`config.mk`:
```
export PLATFORM = sky130hd
export DESIGN_NAME = xif_copro_result_arb
export DESIGN_NICKNAME = d
export VERILOG_FILES = /design/src/rtl/xif_copro_pkg.sv /design/src/rtl/xif_copro_result_fifo.sv /design/src/rtl/xif_copro_result_arb.sv
export SDC_FILE = /design/constraint.sdc
export NUM_CORES = 1
export LEC_CHECK = 0
export CAP_MARGIN = 20
export CORE_AREA = 10 10 124 126
export CTS_BUF_LIST = sky130_fd_sc_hd__clkbuf_2
export CTS_CLUSTER_SIZE = 24
export DETAILED_ROUTE_END_ITERATION = 8
export DIE_AREA = 0 0 134 136
export PLACE_DENSITY = 0.86
export SKIP_LAST_GASP = 1
export SLEW_MARGIN = 30
export SYNTH_ARGS = -nofsm -noshare
export SYNTH_HDL_FRONTEND = slang
export SYNTH_SLANG_ARGS = --single-unit
```
`constraint.sdc`:
```
create_clock -name clk_i -period 10.6 [get_ports clk_i]
set_clock_uncertainty 0.05 [all_clocks]
set_input_delay 1.06 -clock clk_i [delete_from_list [all_inputs] [get_ports clk_i]]
set_output_delay 1.06 -clock clk_i [all_outputs]
set_load 0.005 [all_outputs]
```
`src/rtl/xif_copro_pkg.sv`:
```
// Shared XIF coprocessor types: result payload, arbitration modes, default channel count.
// Pure declarations: no logic, so no latency or backpressure of its own.
package xif_copro_pkg;

  localparam int X_ID_WIDTH     = 8;
  localparam int X_RFW_WIDTH    = 32;
  localparam int NUM_CH_DEFAULT = 2;

  typedef enum logic {
    ARB_RR    = 1'b0,
    ARB_FIXED = 1'b1
  } arb_mode_e;

  typedef struct packed {
    logic [X_ID_WIDTH-1:0]  id;
    logic [X_RFW_WIDTH-1:0] data;
    logic [4:0]             rd;
    logic                   we;
    logic [2:0]             ecs;
    logic                   exc;
    logic [5:0]             exccode;
    logic                   err;
    logic                   dbg;
  } x_result_t;

endpackage

```
`src/rtl/xif_copro_result_fifo.sv`:
```
// Per-channel result FIFO with synchronous flush and occupancy output; head visible combinationally.
// Push accepted next edge only while not full (no push-through on simultaneous pop); ready depends on level only.
module xif_copro_result_fifo #(
  parameter int  DEPTH = 2,
  parameter type dat_t = logic [31:0],
  localparam int LW    = $clog2(DEPTH + 1)
) (
  input  logic          clk_i,
  input  logic          rst_ni,
  input  logic          flush_i,
  input  logic          push_i,
  input  dat_t          dat_i,
  output logic          ready_o,
  input  logic          pop_i,
  output dat_t          head_o,
  output logic          non_empty_o,
  output logic [LW-1:0] level_o
);

  localparam int AW = (DEPTH > 1) ? $clog2(DEPTH) : 1;

  dat_t          mem [DEPTH];
  logic [AW-1:0] wr_ptr;
  logic [AW-1:0] rd_ptr;
  logic          do_push;
  logic          do_pop;

  // Depth need not be a power of two, so wrap on an explicit compare.
  function automatic logic [AW-1:0] ptr_inc(input logic [AW-1:0] p);
    return (int'(p) == DEPTH - 1) ? '0 : p + AW'(1);
  endfunction

  assign ready_o     = (level_o < LW'(DEPTH));
  assign non_empty_o = (level_o != '0);
  assign do_push     = push_i && ready_o && !flush_i;
  assign do_pop      = pop_i && non_empty_o && !flush_i;
  assign head_o      = mem[rd_ptr];

  always_ff @(posedge clk_i or negedge rst_ni) begin
    if (!rst_ni) begin
      wr_ptr  <= '0;
      rd_ptr  <= '0;
      level_o <= '0;
    end else if (flush_i) begin
      wr_ptr  <= '0;
      rd_ptr  <= '0;
      level_o <= '0;
    end else begin
      if (do_push) wr_ptr <= ptr_inc(wr_ptr);
      if (do_pop)  rd_ptr <= ptr_inc(rd_ptr);
      level_o <= level_o + LW'(do_push) - LW'(do_pop);
    end
  end

  always_ff @(posedge clk_i) begin
    if (do_push) mem[wr_ptr] <= dat_i;
  end

endmodule

```
`src/rtl/xif_copro_result_arb.sv`:
```
// N-channel result arbiter: per-channel FIFOs, RR or fixed-priority grant, registered XIF result stage.
// Push-to-valid 1 cycle; a presented result holds until result_ready_i, and flush never withdraws it.
module xif_copro_result_arb
  import xif_copro_pkg::*;
#(
  parameter int  NUM_CH     = NUM_CH_DEFAULT,
  parameter int  FIFO_DEPTH = 2,
  parameter int  ARB_MODE   = 0,
  parameter type result_t   = x_result_t,
  localparam int LW         = $clog2(FIFO_DEPTH + 1)
) (
  input  logic                       clk_i,
  input  logic                       rst_ni,
  input  logic                       flush_i,
  input  logic    [NUM_CH-1:0]       ch_valid_i,
  output logic    [NUM_CH-1:0]       ch_ready_o,
  input  result_t [NUM_CH-1:0]       ch_result_i,
  output logic                       result_valid_o,
  input  logic                       result_ready_i,
  output result_t                    result_o,
  output logic    [NUM_CH-1:0][LW-1:0] ch_level_o
);

  localparam int PW = (NUM_CH > 1) ? $clog2(NUM_CH) : 1;

  logic [NUM_CH-1:0] non_empty;
  logic [NUM_CH-1:0] pop;
  result_t           head [NUM_CH];
  logic [PW-1:0]     ptr;
  logic [PW-1:0]     grant_idx;
  logic              grant_vld;
  logic              out_free;
  logic              load;

  for (genvar c = 0; c < NUM_CH; c++) begin : g_ch
    xif_copro_result_fifo #(
      .DEPTH (FIFO_DEPTH),
      .dat_t (result_t)
    ) u_fifo (
      .clk_i       (clk_i),
      .rst_ni      (rst_ni),
      .flush_i     (flush_i),
      .push_i      (ch_valid_i[c]),
      .dat_i       (ch_result_i[c]),
      .ready_o     (ch_ready_o[c]),
      .pop_i       (pop[c]),
      .head_o      (head[c]),
      .non_empty_o (non_empty[c]),
      .level_o     (ch_level_o[c])
    );
  end

  // Round-robin searches upward from ptr with wrap; fixed mode keeps the lowest index.
  always_comb begin
    int idx;
    grant_idx = '0;
    grant_vld = 1'b0;
    idx       = 0;
    if (ARB_MODE == int'(ARB_FIXED)) begin
      for (int i = NUM_CH - 1; i >= 0; i--) begin
        if (non_empty[i]) begin
          grant_idx = PW'(i);
          grant_vld = 1'b1;
        end
      end
    end else begin
      for (int i = 0; i < NUM_CH; i++) begin
        idx = int'(ptr) + i;
        if (idx >= NUM_CH) idx = idx - NUM_CH;
        if (!grant_vld && non_empty[PW'(idx)]) begin
          grant_idx = PW'(idx);
          grant_vld = 1'b1;
        end
      end
    end
  end

  assign out_free = !result_valid_o || result_ready_i;
  assign load     = out_free && grant_vld && !flush_i;

  always_comb begin
    pop = '0;
    if (load) pop[grant_idx] = 1'b1;
  end

  always_ff @(posedge clk_i or negedge rst_ni) begin
    if (!rst_ni) begin
      result_valid_o <= 1'b0;
      result_o       <= '0;
    end else if (out_free) begin
      result_valid_o <= load;
      if (load) result_o <= head[grant_idx];
    end
  end

  always_ff @(posedge clk_i or negedge rst_ni) begin
    if (!rst_ni) begin
      ptr <= '0;
    end else if (flush_i) begin
      ptr <= '0;
    end else if (load && (ARB_MODE == int'(ARB_RR))) begin
      ptr <= (int'(grant_idx) == NUM_CH - 1) ? '0 : grant_idx + PW'(1);
    end
  end

endmodule

```
* After elaboration in Yosys (flattened, before gate mapping)
Memories as Yosys holds them, arrays and structs flattened. A register that Yosys moved wholly into a read port is not among the register bits. Index checks and enable logic that the tools add are counted.
Storage, ports and cells: word-level logic and storage cells 74, memories kept 1, output and inout bits 65, register bits 8, bits of input ports 122, RAM bits 116
Operators by class: order comparisons 8, multiplexer cells 26, reduce and logical (&&, ||, !) cells 23, $add $sub $neg 10
Memory list:
- g_ch[0].u_fifo.mem | depth 2, bits a word 58, rd ports 1, clocked after memory_dff 1, wr ports 1, line xif_copro_result_fifo.sv:22 | dat_t mem [DEPTH];
Operator list (count):
- 2-to-1 mux 1 bit | 22
- logical AND 1 bit | 12
- nonzero test 2 bit | 5
- less-than comparator 1 x 3 -> 1 bit (second input constant) | 2
- 2-to-1 mux 2 bit | 3
- adder 2 x 1 -> 2 bit | 2
- zero test 1 bit | 4
- less-than comparator 2 bit (second input constant) | 2
- subtractor 2 x 1 -> 2 bit | 2
- adder 1 bit (second input constant) | 3
- adder 1 x 1 -> 2 bit (second input constant) | 1
- greater-or-equal comparator 1 x 2 -> 1 bit (second input constant) | 1
- greater-or-equal comparator 2 bit (second input constant) | 1
- less-than comparator 1 x 2 -> 1 bit (second input constant) | 1
- AND reduction 2 bit | 1
- subtractor 1 bit (second input constant) | 2
- demux 1 bit (select 1 bit) | 1
- greater-or-equal comparator 1 bit (second input constant) | 1
- logical OR 1 bit | 1

* Logic depth before layout (Yosys ltp)
depth in word-level cells 18, depth in mapped cells 9, mapped depth without buffers 9

* Hierarchy
From an unflattened synthesis, not the netlist that was laid out.
Unflattened totals: cell total of the unflattened synthesis 683, area total of the unflattened synthesis 11999.0 µm²
Modules (own cells, without submodules):
- xif_copro_result_fifo | area each 4474.3 µm², seq. area each 3583.4 µm², cells each 207, times used 2
- xif_copro_result_arb | area each 3050.4 µm², seq. area each 1501.4 µm², cells each 269, times used 1

* Worst setup path before layout
No wires, ideal clock.
kind input-to-reg, start point input port ch_valid_i[0], end point memory g_ch[0].u_fifo.mem[0][0] in the netlist's numbering (enable), setup time 0.481 ns, required time 10.069 ns, data arrival time 4.024 ns, path buffers 0, cell stages on the path 3, path slack 6.045 ns, cells stage by stage nor2b_1 -> nor2b_1 -> nor2b_1
Between the ends: word-level cells in the longest chain between the ends 4
RTL lines:
- start, declared | line xif_copro_result_arb.sv:15 | input logic [NUM_CH-1:0] ch_valid_i,
- logical AND 1 bit (2 in a row) | line xif_copro_result_fifo.sv:35 | assign do_push = push_i && ready_o && !flush_i;
- 2-to-1 mux 1 bit | line xif_copro_result_fifo.sv:56 | if (do_push) mem[wr_ptr] <= dat_i;
- 2-to-1 mux 1 bit (not written as such) | line xif_copro_result_fifo.sv:56
- end, declared | line xif_copro_result_fifo.sv:22
No other way between the ends.

* Worst setup path after layout
start point input port flush_i, end point memory g_ch[0].u_fifo.mem[0][8] in the netlist's numbering (enable)
Between the ends: word-level cells in the longest chain between the ends 4
RTL lines:
- start, declared | line xif_copro_result_arb.sv:14 | input logic flush_i,
- zero test 1 bit | line xif_copro_result_fifo.sv:35
- logical AND 1 bit | line xif_copro_result_fifo.sv:35
- 2-to-1 mux 1 bit | line xif_copro_result_fifo.sv:56
- 2-to-1 mux 1 bit (not written as such) | line xif_copro_result_fifo.sv:56
No other way between the ends.

==> impl_metrics.toml <==
[outcome]
run_status = "complete, no violations"

[sta]
max_clock_freq_ghz = 0.3274
final.period_utilization = 0.2881
worst_slew_pin_slew_ns = 0.9076
worst_slew_margin_rel = 0.3936
grt_setup_unrepaired = "no"
report.final.hold_viol_count = 0
period_minus_slack_ns = 3.054
setup_tns_ns = 0
fin_max_slew_vios = 0
timing.final.setup_violations = 0
hold_ws_ns = 0.2535

[power]
pleak_uw = 0.003061
power_density_nw_per_um2 = 233.6
max_ir_drop_vdd_mv = 0.1430

[yosys]
synthArstFlopShare = 0.3626
synthTopCellsByCount = "116 x sky130_fd_sc_hd__edfxtp_1, 116 x sky130_fd_sc_hd__mux2_2, 66 x sky130_fd_sc_hd__dfrtp_1"
postSynthNetCount = 479
synth.yosys.warnings = 0
mappedNetlistArea_sq_um = 6828
synth.yosys.seq_area_share = 0.7521
synth_ff_type = "sky130_fd_sc_hd__edfxtp_1"
netlist.top_cell.by_area = "sky130_fd_sc_hd__edfxtp_1"
number_of_synthesized_flops_with_an_enable_pin = 116
netlist_top_cells_area = "sky130_fd_sc_hd__edfxtp_1 51%, sky130_fd_sc_hd__dfrtp_1 24%, sky130_fd_sc_hd__mux2_2 19%"
post_synth_inst_count = 353
synthDistinctLibCells = 24
synth-seq-cells = 182
synth_top_cell_area_share = 0.5102
mean_instance_size_in_the_synthesized_netlist_sq_um = 19.34

[route]
vias = 3457
drt_iter0_drc = 159
wirelength_microns = 12810
detail_route.wl_per_cell_microns = 18.86
wirelength_met1_microns = 5366
top_layer_used = "met4"
remaining_drc_errors = 0
detail_route.first_pass.iterations = 4
met2RoutedLength_microns = 6478
final_antenna_net_count = 0
routed-wl-met3_microns = 813
vias_per_cell = 5.091

[floorplan]
core_area_sq_um = 12980
io-pin-count = 187
dieWidth_microns = 134
initial_core_utilization = 0.5260
chipHeight_microns = 136
floorplan.die_area_sq_um = 18220
core.rowCount = 42

[global_route]
grt_pass1_vias = 3844
grt_first_pass_wirelength_microns = 20240
initial_antenna_violation_count = 0
groute.usage.overall = 0.1451
largest_net_degree_at_the_start_of_global_routing = 67
gr-total-overflow = 0

[clock_tree]
cts_made_buffers = 17
gates_resized_cts_repair = 0
cts_sinks = 182
worstSkewPairLatency_ns = 0.71
ctsHtreeMaxLevel = 4
cts_tree = "yes"
cts_root_buffer = "sky130_fd_sc_hd__clkbuf_2"
postCtsSetupBuffers = 0
clock_transition_at_the_register_clock_pins_on_the_worst_setup_and_hold_paths_after_cts_ns = 0.24
max-clock-path-buffers = 2
post_cts_hold_buffer_count = 0

[critical_path]
criticalPathCategory = "in2reg"
timing.critical_path.from_type = "input port"
crit_arrival_ns = 3.39
worst_reg2reg_path_length_in_cells = 4
worst_path_max_delay_cell = "sky130_fd_sc_hd__nor2b_4"
timing.critical_path.required_ns = 10.93
timing.reg2reg.setup_slack_ns = 7.90
rr_endpoint = "g_ch[0].u_fifo.mem[0][8]"
worstSetupEndpointType = "register"
crit_path_cell_trace = "clkdlybuf4s50_1 -> nor2b_1 -> nor2b_4 -> buf_4"
worstReg2RegStart = "g_ch[0].u_fifo.level_o[1]"
critical_path_max_stage_delay_ns = 0.80
critical_path.max_fanout = 31

[final_layout]
final.fill_count = 937
syn_to_final_growth_pct = 24.17
final_layout_size_suffix_gt1_frac = 0.3167
fin_nets = 615

[run]
drv.max_cap_violation_count = 0

[placed_design]
hpwl_microns = 8482
portBuffers = 128
gp_congestion = 0.7314

[worst_hold_path]
hold_path_class = "in2async"
## routing by layer
layer  vias to the layer above  GRT usage
li1                       1601          -
met5                         -          0
met2                        84     0.2398
met3                        13    0.05904
met1                      1759     0.1676
met4                         0    0.05260
## cell families (layout without fill, tap and decap cells)
family	Yosys count	in the layout	share of synthesized area
AO/OA/AOI/OAI	5	5	0.004032
XOR/XNOR	5	5	0.006413
adder cells (fa/ha/maj)	4	4	0.007330
buffers and inverters	22	171	0.01961
flip-flops	182	182	0.7521
multiplexers	116	116	0.1913
other	0	1	0
AND/OR/NAND/NOR	19	19	0.01924
## power breakdown
group / switching [uW] / total [uW] / internal [uW]
combinational: 234 / 670 / 435
sequential: 84.8 / 1010 / 920
clock: 221 / 306 / 84.8
total: 540 / 1980 / 1440
## registers in the layout, summed over array words and instances, names as in the netlist
signal	cells
g_ch.u_fifo.mem	116
result_valid_o	1
g_ch.u_fifo.wr_ptr	1
g_ch.u_fifo.rd_ptr	1
g_ch.u_fifo.level_o	4
result_o	58
ptr	1
## layout make-up
class / count / area, sq um / area share
Sequential cell: 182 / 5136 / 0.6058
Multi-Input combinational cell: 149 / 1568 / 0.1849
Timing Repair Buffer: 133 / 1324 / 0.1561
Tap cell: 176 / 220.2 / 0.02597
Clock inverter: 13 / 110.1 / 0.01299
Clock buffer: 19 / 95.09 / 0.01122
Inverter: 6 / 22.52 / 0.002656
Antenna cell: 1 / 2.502 / 0.0002952
## layout by cell type, fill, tap and decap left out, types with 2 or more instances in the layout
master and n:
sky130_fd_sc_hd__a21oi_1 2, sky130_fd_sc_hd__clkinv_2 4, sky130_fd_sc_hd__or3_1 2, sky130_fd_sc_hd__edfxtp_1 116, sky130_fd_sc_hd__clkdlybuf4s50_1 127, sky130_fd_sc_hd__inv_1 6, sky130_fd_sc_hd__clkbuf_2 19, sky130_fd_sc_hd__buf_6 2
sky130_fd_sc_hd__xnor2_1 4, sky130_fd_sc_hd__nor2b_1 4, sky130_fd_sc_hd__nor2b_4 2, sky130_fd_sc_hd__ha_1 4, sky130_fd_sc_hd__dfrtp_1 65, sky130_fd_sc_hd__clkinv_4 2, sky130_fd_sc_hd__nor2_1 5, sky130_fd_sc_hd__o21ai_0 2
sky130_fd_sc_hd__mux2_2 116, sky130_fd_sc_hd__clkinvlp_4 4, sky130_fd_sc_hd__buf_4 4
## through the flow
stage          setup slack [ns]  std cells    util  total power, uW  area, sq um
6_report                  7.546        679  0.6532             1981         8478
5_1_grt                   7.459        678  0.6530             2099         8476
4_1_cts                   7.555        677  0.6518             2013         8461
3_5_place_dp              6.714        645  0.6360             1710         8255
3_3_place_gp              6.753        645  0.6360             1682         8255
2_1_floorplan             6.045        353       -             1355         6828
## critical path, delay by kind of cell
family | cells | cell delay (ns)
and+or+nand+nor | 2 | 1.12
buffers and inverters | 2 | 1.16
## how the worst max path moves through the flow
| stage | startpoint | end | depth (start not counted) |
|---|---|---|---|
| floorplan | ch_valid_i[0] | g_ch[0].u_fifo.mem[0][0] | 3 |
| global placement | flush_i | result_o[2] | 4 |
| detailed placement | flush_i | g_ch[0].u_fifo.mem[0][8] | 4 |
| CTS | flush_i | g_ch[0].u_fifo.mem[0][56] | 4 |
| global route | flush_i | g_ch[0].u_fifo.mem[0][12] | 4 |
| finish | flush_i | g_ch[0].u_fifo.mem[0][8] | 4 |
Note: power is estimated with default switching activity, not from simulation.
